`src/rtl/vga_anim_pkg.sv`:
```
// rtl/vga_anim_pkg.sv - shared types, default raster constants and clamp helper for the sprite animator
//
// Contents:
//   anim_state_t  : engine state (IDLE after reset, RUN animating, HOLD frozen)
//   DEF_*         : default active resolution and sprite margin
//   clamp_coord() : clamp a coordinate into an inclusive [lo,hi] window
package vga_anim_pkg;

    typedef enum logic [1:0] {
        ST_IDLE = 2'd0,
        ST_RUN  = 2'd1,
        ST_HOLD = 2'd2
    } anim_state_t;

    localparam int unsigned DEF_H_RES  = 640;
    localparam int unsigned DEF_V_RES  = 480;
    localparam int unsigned DEF_MARGIN = 100;

    function automatic int unsigned clamp_coord(
        input int unsigned v,
        input int unsigned lo,
        input int unsigned hi
    );
        if (v < lo) begin
            return lo;
        end else if (v > hi) begin
            return hi;
        end
        return v;
    endfunction

endpackage

```
`src/rtl/bounce_axis.sv`:
```
// rtl/bounce_axis.sv - one axis of the bouncing sprite: position, direction, reflect and hit pulse
//
// Ports:
//   clk, rst_n : clock, asynchronous active-low reset
//   step       : apply one step of size speed this cycle
//   load       : take load_val (clamped into [MIN_POS,MAX_POS]) as new position
//   speed      : pixels per step
//   load_val   : requested position
//   pos        : registered axis position (CENTRE after reset)
//   dir        : 1 = moving towards MAX_POS
//   hit        : one-cycle pulse when this axis reflected on the last step
module bounce_axis
    import vga_anim_pkg::*;
#(
    parameter int unsigned COORD_W = 10,
    parameter int unsigned SPEED_W = 4,
    parameter int unsigned MIN_POS = 100,
    parameter int unsigned MAX_POS = 540,
    parameter int unsigned CENTRE  = 320
) (
    input  logic               clk,
    input  logic               rst_n,
    input  logic               step,
    input  logic               load,
    input  logic [SPEED_W-1:0] speed,
    input  logic [COORD_W-1:0] load_val,
    output logic [COORD_W-1:0] pos,
    output logic               dir,
    output logic               hit
);

    localparam logic [COORD_W:0]   MIN_W    = (COORD_W+1)'(MIN_POS);
    localparam logic [COORD_W:0]   MAX_W    = (COORD_W+1)'(MAX_POS);
    localparam logic [COORD_W-1:0] MIN_C    = COORD_W'(MIN_POS);
    localparam logic [COORD_W-1:0] MAX_C    = COORD_W'(MAX_POS);
    localparam logic [COORD_W-1:0] CENTRE_C = COORD_W'(CENTRE);

    // One extra bit so pos+speed near the top of the range cannot wrap
    // before it is compared against the bound.
    logic [COORD_W:0]   pos_w;
    logic [COORD_W:0]   spd_w;
    logic [COORD_W:0]   sum_w;
    logic [COORD_W:0]   floor_w;
    logic [COORD_W-1:0] load_clamped;

    logic [COORD_W-1:0] step_pos;
    logic               step_dir;
    logic               step_hit;

    assign pos_w        = {1'b0, pos};
    assign spd_w        = (COORD_W+1)'(speed);
    assign sum_w        = pos_w + spd_w;
    assign floor_w      = MIN_W + spd_w;
    assign load_clamped = COORD_W'(clamp_coord(32'(load_val), MIN_POS, MAX_POS));

    // Reaching a bound exactly counts as a hit, so with speed 0 a sprite
    // parked on a bound still reflects.
    always_comb begin
        step_pos = pos;
        step_dir = dir;
        step_hit = 1'b0;
        if (dir) begin
            if (sum_w >= MAX_W) begin
                step_pos = MAX_C;
                step_dir = 1'b0;
                step_hit = 1'b1;
            end else begin
                step_pos = sum_w[COORD_W-1:0];
            end
        end else begin
            if (pos_w <= floor_w) begin
                step_pos = MIN_C;
                step_dir = 1'b1;
                step_hit = 1'b1;
            end else begin
                step_pos = pos - spd_w[COORD_W-1:0];
            end
        end
    end

    always_ff @(posedge clk or negedge rst_n) begin
        if (!rst_n) begin
            pos <= CENTRE_C;
            dir <= 1'b1;
            hit <= 1'b0;
        end else begin
            hit <= 1'b0;
            if (step) begin
                pos <= step_pos;
                dir <= step_dir;
                hit <= step_hit;
            end else if (load) begin
                pos <= load_clamped;
            end
        end
    end

endmodule

```
`src/rtl/vga_bounce_engine.sv`:
```
// rtl/vga_bounce_engine.sv - frame-paced bouncing sprite controller with run/freeze and position load
//
// Ports:
//   clk, rst_n     : clock, asynchronous active-low reset
//   frame_tick     : once-per-frame pulse; only its rising edge counts
//   run            : 1 = animate, 0 = freeze
//   speed          : pixels moved per step on each axis
//   frame_div      : step once every frame_div+1 frames
//   load_valid     : position-load request, taken when load_ready is high
//   load_x, load_y : requested position, clamped into the bounds
//   load_ready     : high in IDLE and HOLD
//   pos_x, pos_y   : sprite centre
//   dir_x, dir_y   : 1 = increasing coordinate
//   hit_x, hit_y   : one-cycle pulse when that axis reflected
//   step_done      : one-cycle pulse for every applied step
module vga_bounce_engine
    import vga_anim_pkg::*;
#(
    parameter int unsigned H_RES   = DEF_H_RES,
    parameter int unsigned V_RES   = DEF_V_RES,
    parameter int unsigned MARGIN  = DEF_MARGIN,
    parameter int unsigned COORD_W = 10,
    parameter int unsigned SPEED_W = 4,
    parameter int unsigned DIV_W   = 4
) (
    input  logic               clk,
    input  logic               rst_n,
    input  logic               frame_tick,
    input  logic               run,
    input  logic [SPEED_W-1:0] speed,
    input  logic [DIV_W-1:0]   frame_div,
    input  logic               load_valid,
    input  logic [COORD_W-1:0] load_x,
    input  logic [COORD_W-1:0] load_y,
    output logic               load_ready,
    output logic [COORD_W-1:0] pos_x,
    output logic [COORD_W-1:0] pos_y,
    output logic               dir_x,
    output logic               dir_y,
    output logic               hit_x,
    output logic               hit_y,
    output logic               step_done
);

    localparam int unsigned X_MIN = MARGIN;
    localparam int unsigned X_MAX = H_RES - MARGIN;
    localparam int unsigned Y_MIN = MARGIN;
    localparam int unsigned Y_MAX = V_RES - MARGIN;

    anim_state_t      state;
    anim_state_t      state_nxt;
    logic [DIV_W-1:0] frame_cnt;
    logic [DIV_W-1:0] frame_cnt_nxt;
    logic             tick_d;
    logic             tick_rise;
    logic             step_fire;
    logic             load_fire;

    // A frame_tick held high for several cycles must produce a single step.
    assign tick_rise = frame_tick & ~tick_d;
    assign load_fire = load_valid & load_ready;

    // The step decision uses the current state, so a due tick arriving in
    // the same cycle that run falls is still applied before entering HOLD.
    always_comb begin
        state_nxt     = state;
        frame_cnt_nxt = frame_cnt;
        step_fire     = 1'b0;
        case (state)
            ST_IDLE: begin
                if (run) begin
                    state_nxt     = ST_RUN;
                    frame_cnt_nxt = '0;
                end
            end
            ST_RUN: begin
                if (tick_rise) begin
                    // >= lets a lowered divider take effect on the next tick.
                    if (frame_cnt >= frame_div) begin
                        step_fire     = 1'b1;
                        frame_cnt_nxt = '0;
                    end else begin
                        frame_cnt_nxt = frame_cnt + DIV_W'(1);
                    end
                end
                if (!run) begin
                    state_nxt = ST_HOLD;
                end
            end
            ST_HOLD: begin
                // frame_cnt is kept so the divider resumes where it stopped.
                if (run) begin
                    state_nxt = ST_RUN;
                end
            end
            default: begin
                state_nxt = ST_IDLE;
            end
        endcase
    end

    always_ff @(posedge clk or negedge rst_n) begin
        if (!rst_n) begin
            state      <= ST_IDLE;
            frame_cnt  <= '0;
            tick_d     <= 1'b0;
            step_done  <= 1'b0;
            load_ready <= 1'b1;
        end else begin
            state      <= state_nxt;
            frame_cnt  <= frame_cnt_nxt;
            tick_d     <= frame_tick;
            step_done  <= step_fire;
            load_ready <= (state_nxt != ST_RUN);
        end
    end

    bounce_axis #(
        .COORD_W (COORD_W),
        .SPEED_W (SPEED_W),
        .MIN_POS (X_MIN),
        .MAX_POS (X_MAX),
        .CENTRE  (H_RES / 2)
    ) u_axis_x (
        .clk      (clk),
        .rst_n    (rst_n),
        .step     (step_fire),
        .load     (load_fire),
        .speed    (speed),
        .load_val (load_x),
        .pos      (pos_x),
        .dir      (dir_x),
        .hit      (hit_x)
    );

    bounce_axis #(
        .COORD_W (COORD_W),
        .SPEED_W (SPEED_W),
        .MIN_POS (Y_MIN),
        .MAX_POS (Y_MAX),
        .CENTRE  (V_RES / 2)
    ) u_axis_y (
        .clk      (clk),
        .rst_n    (rst_n),
        .step     (step_fire),
        .load     (load_fire),
        .speed    (speed),
        .load_val (load_y),
        .pos      (pos_y),
        .dir      (dir_y),
        .hit      (hit_y)
    );

endmodule

```
`config.mk`:
```
export PLATFORM = sky130hd
export DESIGN_NAME = vga_bounce_engine
export DESIGN_NICKNAME = d
export VERILOG_FILES = /design/src/rtl/vga_anim_pkg.sv /design/src/rtl/bounce_axis.sv /design/src/rtl/vga_bounce_engine.sv
export SDC_FILE = /design/constraint.sdc
export NUM_CORES = 1
export LEC_CHECK = 0
export ABC_AREA = 1
export CORE_MARGIN = 3
export CORE_UTILIZATION = 49
export CTS_BUF_LIST = sky130_fd_sc_hd__clkbuf_8
export CTS_CLUSTER_SIZE = 40
export DETAILED_ROUTE_END_ITERATION = 8
export GPL_TIMING_DRIVEN = 0
export PLACE_DENSITY = 0.74
export SYNTH_ARGS = -nofsm -noshare
export SYNTH_HDL_FRONTEND = slang
export SYNTH_SLANG_ARGS = --single-unit
```
`constraint.sdc`:
```
create_clock -name clk -period 3.2 [get_ports clk]
set_input_delay 0.64 -clock clk [delete_from_list [all_inputs] [get_ports clk]]
set_output_delay 0.64 -clock clk [all_outputs]
set_load 0.05 [all_outputs]
```
Yosys cells after proc, flatten, opt, wreduce, memory -nomap -nowiden:

Index checks and enable logic that the tools add are counted.

* mux-type cells: 42
* magnitude comparators: 9
* equality and inequality tests: 5
* reduce and logical (&&, ||, !) cells: 5
* $add $sub $neg: 6
* bitwise logic cells: 3

Operators with widths (count)
* $mux 10: 14
* $add 10x4->11: 2
* $le 10x11->1: 2
* $lt 10x7->1 const B: 2
* $sub 10x4->10: 2
* $mux 1: 19
* $mux 9: 2
* $mux 4: 3
* $ge 11x10->1 const B: 1
* $ge 11x9->1 const B: 1
* $gt 10x10->1 const B: 1
* $gt 10x9->1 const B: 1
* $add 7x4->8 const A: 1
* $pmux 4 s2: 1
* $add 4x1->4 const B: 1
* $ge 4x4->1: 1
* $mux 2: 2
* $ne 2x2->1 const B: 2
* $pmux 2 s2: 1
* $reduce_bool 2->1: 2
* $reduce_and 3->1: 1
* $and 1x1->1: 2
* $eq 2x1->1 const B: 1
* $eq 2x2->1 const B: 1
* other kinds (4): 4

* bits in registers: 33
* word-level logic and storage cells: 81
* output and inout port bits: 26

Depth between registers and ports, before layout:

* word-level depth: 6
* gate-level depth with buffers: 20
* gate-level depth less buffers: 19

Cells and area by module:

From an unflattened synthesis, not the netlist that was laid out.

* cells, all modules: 557
* area total of the unflattened synthesis: 3682.3 µm²

Modules (own cells, without submodules)
* bounce_axis (u_axis_x): instances 1, area an instance 1560.2 µm², cells an instance 242, seq. area each 304.0 µm²
* bounce_axis (u_axis_y): instances 1, area an instance 1546.5 µm², cells an instance 241, seq. area each 306.5 µm²
* vga_bounce_engine: instances 1, area an instance 575.6 µm², cells an instance 74, seq. area each 226.5 µm²

Worst setup path before layout:

Ideal clock, no wire load.

* path kind: input-to-reg
* start: input port speed[2]
* end: register u_axis_x.pos[7]
* arrival: 2211 ps
* stages on the path: 11
* setup slack: 871 ps
* path buffers: 0
* library setup time: 118 ps
* data required time: 3082 ps
* cell sequence: ha_1 > inv_1 > ha_1 > nand4_1 > or3b_2 > nand2_1 > nor2_2 > a21oi_1 > nand2_1 > nand2_1 > nand2_1

* longest elaborated chain between the ends: 5

Ends and longest elaborated chain
* from (decl): line vga_bounce_engine.sv:30 `input logic [SPEED_W-1:0] speed,`
* $add 10x4->11 / $add 7x4->8 (equally long branches): line bounce_axis.sv:52, bounce_axis.sv:53
* $ge 11x10->1 / $le 10x11->1 (equally long branches): line bounce_axis.sv:63, bounce_axis.sv:71
* $mux 10, on equally long branches: line bounce_axis.sv:63, bounce_axis.sv:71
* $mux 10 *: line bounce_axis.sv:62 `if (dir) begin`
* $mux 10 *: line bounce_axis.sv:88 `if (step) begin`
* to (signal assigned): line bounce_axis.sv:89 `pos <= step_pos;`
* to (signal assigned): line bounce_axis.sv:93 `pos <= load_clamped;`
* to (decl): line bounce_axis.sv:27 `output logic [COORD_W-1:0] pos,`

Every way passes the cells marked *; elsewhere a longest branch is shown, timed or not.
A chain may end at the register's enable or synchronous reset.

Worst setup path in the final report:

* start: input port speed[0]
* end: register u_axis_x.pos[4]

The elaborated chain is that of the path after synthesis.

==> impl_table.tex <==
\begin{tabular}{lr}
\hline
Metric & Value \\
\hline
\multicolumn{2}{l}{\textbf{Drt}} \\
Routed via count & about 3.7k \\
Count of nets left with antenna violations after detail routing & 0 \\
DRC violation total after the first TritonRoute iteration & 197 \\
Post-DR vias/cell & 5.261 \\
WL/cell & about 15 µm \\
Length of the first detailed-routing pass in iterations & 5 \\
Total wire length after detailed routing & just over 10,000 µm \\
Remaining routing DRC violations & 0 \\
\multicolumn{2}{l}{\textbf{Yosys}} \\
Synthesized netlist cell count & 536 \\
Proportion of netlist area held by the largest area contributor & approximately 17\% \\
Post-synthesis cell area & 3523 µm² \\
Leading area contributor after synthesis & sky130\_fd\_sc\_hd\_\_dfrtp\_1 \\
Number of register bits inferred by synthesis & 33 \\
Sequential element share of the synthesized area & 23.76\% \\
Distinct cells, synth & 42 \\
Post-synthesis average cell area & roughly 6.6 µm² \\
Warning count from the yosys run & 0 \\
Net count after synthesis & between 500 and 600 \\
Leading cell types by total area after synthesis & sky130\_fd\_sc\_hd\_\_dfrtp\_1, sky130\_fd\_sc\_hd\_\_nand2\_1, sky130\_fd\_sc\_hd\_\_ha\_1 \\
\multicolumn{2}{l}{\textbf{Clock network}} \\
Clock transition at the registers of the reported paths & around 80 ps \\
Cell at the root of the clock tree & sky130\_fd\_sc\_hd\_\_clkbuf\_8 \\
TritonCTS sink count & 33 \\
Cts bufs inserted & 5 \\
Clock latency on the worst-skew pair & approximately 290 ps \\
Clock tree from TritonCTS & built \\
Max Root-Sink Buffers & 2 \\
Hold-fix buffers, CTS & 0 \\
CTS H-tree depth & 2 \\
\multicolumn{2}{l}{\textbf{Finish}} \\
Finished layout cell area & about 4300 µm² \\
Synthesis-to-layout area growth & 22.69\% \\
Proportion of layout cells with a drive suffix above 1 & 9.967\% \\
Final net count & $\sim$660 \\
Antenna diode count & 0 \\
Final std cells w/o fill & between 600 and 700 \\
Utilization after layout & $\sim$63\% \\
\multicolumn{2}{l}{\textbf{Power and ir drop}} \\
Net switching power & roughly 0.0011 W \\
Total power consumption of the routed design & 0.002262 W \\
Switching share of total power & approximately half \\
Power density cells & approximately 520 nW/µm² \\
Reported leakage power & roughly 2.2 nW \\
Cell internal power dissipation & 0.001166 W \\
Clk network pwr share & between 15 and 20\% \\
Part of the power in registers & between 20\% and 30\% \\
Max rail drop VDD & between 0.0002 and 0.0003 V \\
Logic gate share of total power & between 50\% and 60\% \\
\multicolumn{2}{l}{\textbf{Worst hold path}} \\
Worst Hold Class & in2async \\
\multicolumn{2}{l}{\textbf{Setup path}} \\
Endpoint of the most critical register-to-register path & u\_axis\_x.pos[4] \\
CP Data Arrival Time & 3080 ps \\
Kind of launch point of the worst setup path & primary input \\
CP required & around 3400 ps \\
Cell count of the worst reg-to-reg path & 14 \\
Endpoint type of the worst setup path & flip-flop \\
Worst reg-to-reg setup slack & approximately 830 ps \\
Worst Path Max Fanout & 9 \\
Worst R2R Start & u\_axis\_x.pos[0] \\
Kind of critical path & in2reg \\
\multicolumn{2}{l}{\textbf{Placement}} \\
HPWL Detailed & $\sim$8300 µm \\
PortBufs & 58 \\
Cell area after placement & roughly 4200 µm² \\
Post-Place Cells & 690 \\
Final GP Congestion & approximately 0.94 \\
\multicolumn{2}{l}{\textbf{Global routing}} \\
GRT Resource Usage Total & around a quarter \\
Vias in the first global route & $\sim$3.7k \\
First-pass GRT wire length & approximately 17,000 µm \\
Global route total overflow & 0 \\
Initial antenna violation count & 0 \\
Maximum number of pins on one net before global-route repair & 34 \\
\multicolumn{2}{l}{\textbf{Die}} \\
Die area & 8244 µm² \\
Area of the core & 6869 µm² \\
Width of the die & just over 90 µm \\
Initial Util & 51.29\% \\
Number of cell rows & 30 \\
IO Pins & around 60 \\
Die Ht & around 91 µm \\
\multicolumn{2}{l}{\textbf{Timing}} \\
Minimum clock period after layout & 2916 ps \\
Setup-violating endpoint count in the final report & 0 \\
Worst hold slack & $\sim$430 ps \\
Highest clock frequency the design can meet & around 340 MHz \\
Unrepaired setup endpoints after global routing & false \\
Final cycle utilization of the critical path & 91.14\% \\
Worst clock skew & 10.32 ps \\
Normalized max-slew margin & a little under half \\
Transition time at the pin with the least slew margin & around 800 ps \\
Final number of hold-violating endpoints & 0 \\
Number of pins exceeding their max-slew limit in the final report & 0 \\
\multicolumn{2}{l}{\textbf{Job}} \\
Number of violations of the max-capacitance limit & 0 \\
\multicolumn{2}{l}{\textbf{Run status}} \\
Result of the run & finished, final reports clean \\
\hline
\end{tabular}
sequential cells by signal, summed over array words and instances, names as in the netlist:
signal        cells
u_axis_y.pos     10
tick_d            1
state             2
u_axis_x.hit      1
u_axis_y.hit      1
load_ready        1
frame_cnt         4
u_axis_x.dir      1
u_axis_y.dir      1
step_done         1
u_axis_x.pos     10
layer usage:
layer  up-vias  part of all wire (%)  track usage [%]
li1       1864                     -                -
met5         -                     0                0
met3        30                   4.2            3.083
met1      1674                    44            31.07
met4         0                   3.4            11.18
met2       104                    49            45.09
placed cells by master (no fill, tap or decap), drive strengths merged, types with 3 or more instances in the layout:
cell type	instances
a21oi	21
o21ai	27
o211ai	4
nand2	173
fa	4
nand3b	3
xnor2	3
nor2	52
xor2	10
inv	78
nor3	5
nand3	52
o22ai	6
dfstp	9
dfrtp	24
a31oi	3
buf	10
clkbuf	8
clkdlybuf4s50	56
ha	26
nand4	13
cell families after synthesis:
kind of cell    Yosys count  share of synthesized area [%]
simple gates            301                          38.10
xor+xnor                 13                          3.232
fa+ha+maj                30                          11.51
flops                    33                          23.76
buf+inv                  89                          11.79
compound gates           70                          11.61
layout make-up:
| type | instances | area [µm²] |
|---|---|---|
| fillers | 675 | 2546 |
| multi-input cells | 414 | 2271 |
| flip-flops and latches | 33 | 837.1 |
| repair buffers | 58 | 578.1 |
| inverters | 78 | 292.8 |
| plain buffers | 11 | 122.6 |
| well taps | 96 | 120.1 |
| clock buffers | 7 | 96.34 |
| clock inverters | 1 | 5.005 |
worst max-delay path, cell delays in order:
cell and delay, ps:
sky130_fd_sc_hd__clkdlybuf4s50_1 520, sky130_fd_sc_hd__ha_1 290, sky130_fd_sc_hd__fa_1 420, sky130_fd_sc_hd__nand3_1 150
sky130_fd_sc_hd__nand2_2 100, sky130_fd_sc_hd__nand2_1 130, sky130_fd_sc_hd__nor2_1 50, sky130_fd_sc_hd__nor2_1 110
sky130_fd_sc_hd__nand4_1 150, sky130_fd_sc_hd__nand2_2 210, sky130_fd_sc_hd__nand2_1 80, sky130_fd_sc_hd__nand2_1 60
sky130_fd_sc_hd__nand2_1 50, sky130_fd_sc_hd__nand2_1 50, sky130_fd_sc_hd__nand2_1 80
Yosys cell counts (all sizes together):
library cell    n
buf             9
o31ai           2
a21oi          21
nand4          13
nand2         173
a21o            1
nor4b           1
a31o            1
or3b            1
clkbuf          1
fa              4
o211ai          4
o2111ai         1
o21a            1
nor3            5
nor2           52
a31oi           3
xnor2           3
nand3          52
o21ai          27
o311ai          1
nand3b          3
or2             1
o22ai           6
bufbuf          1
xor2           10
dfrtp          24
ha             26
dfstp           9
o21bai          2
inv            78
how the worst max path moves through the flow:
| stage | from | to | slack [ps] | depth (start not counted) |
|---|---|---|---|---|
| after floorplan | speed[2] | u_axis_x.pos[7] | 870 | 11 |
| after global placement | speed[1] | u_axis_x.pos[4] | -100 | 17 |
| after detailed placement | speed[1] | u_axis_x.pos[4] | -140 | 17 |
| after CTS | speed[1] | u_axis_x.pos[4] | 150 | 17 |
| after global routing | speed[2] | u_axis_x.pos[4] | 90 | 17 |
| final | speed[0] | u_axis_x.pos[4] | 280 | 15 |
stage by stage:
stage | setup slack (ps) | setup TNS (ps)
4_1_cts | 150.0 | 0
3_3_place_gp | -98.61 | -339.1
5_1_grt | 91.75 | 0
2_1_floorplan | 870.9 | 0
6_report | 283.7 | 0
3_5_place_dp | -143.9 | -733.7
what timing repair did:
| item | CTS | global route |
|---|---|---|
| setup buffers | 0 | 0 |
| hold endpoints to repair | 0 | 0 |
| gates resized for setup | 0 | 1 |
| setup endpoints to repair | 0 | 8 |
power by group through the flow:
stage | clock network [W] | registers [W] | logic, W
after floorplan | 0 | 0.000758 | 0.000760
after global placement | 0 | 0.000587 | 0.00130
after detailed placement | 0 | 0.000590 | 0.00131
after CTS | 0.000375 | 0.000583 | 0.00131
after global routing | 0.000387 | 0.000595 | 0.00145
final | 0.000362 | 0.000583 | 0.00132
No activity file was read; power rests on OpenSTA's default activity.
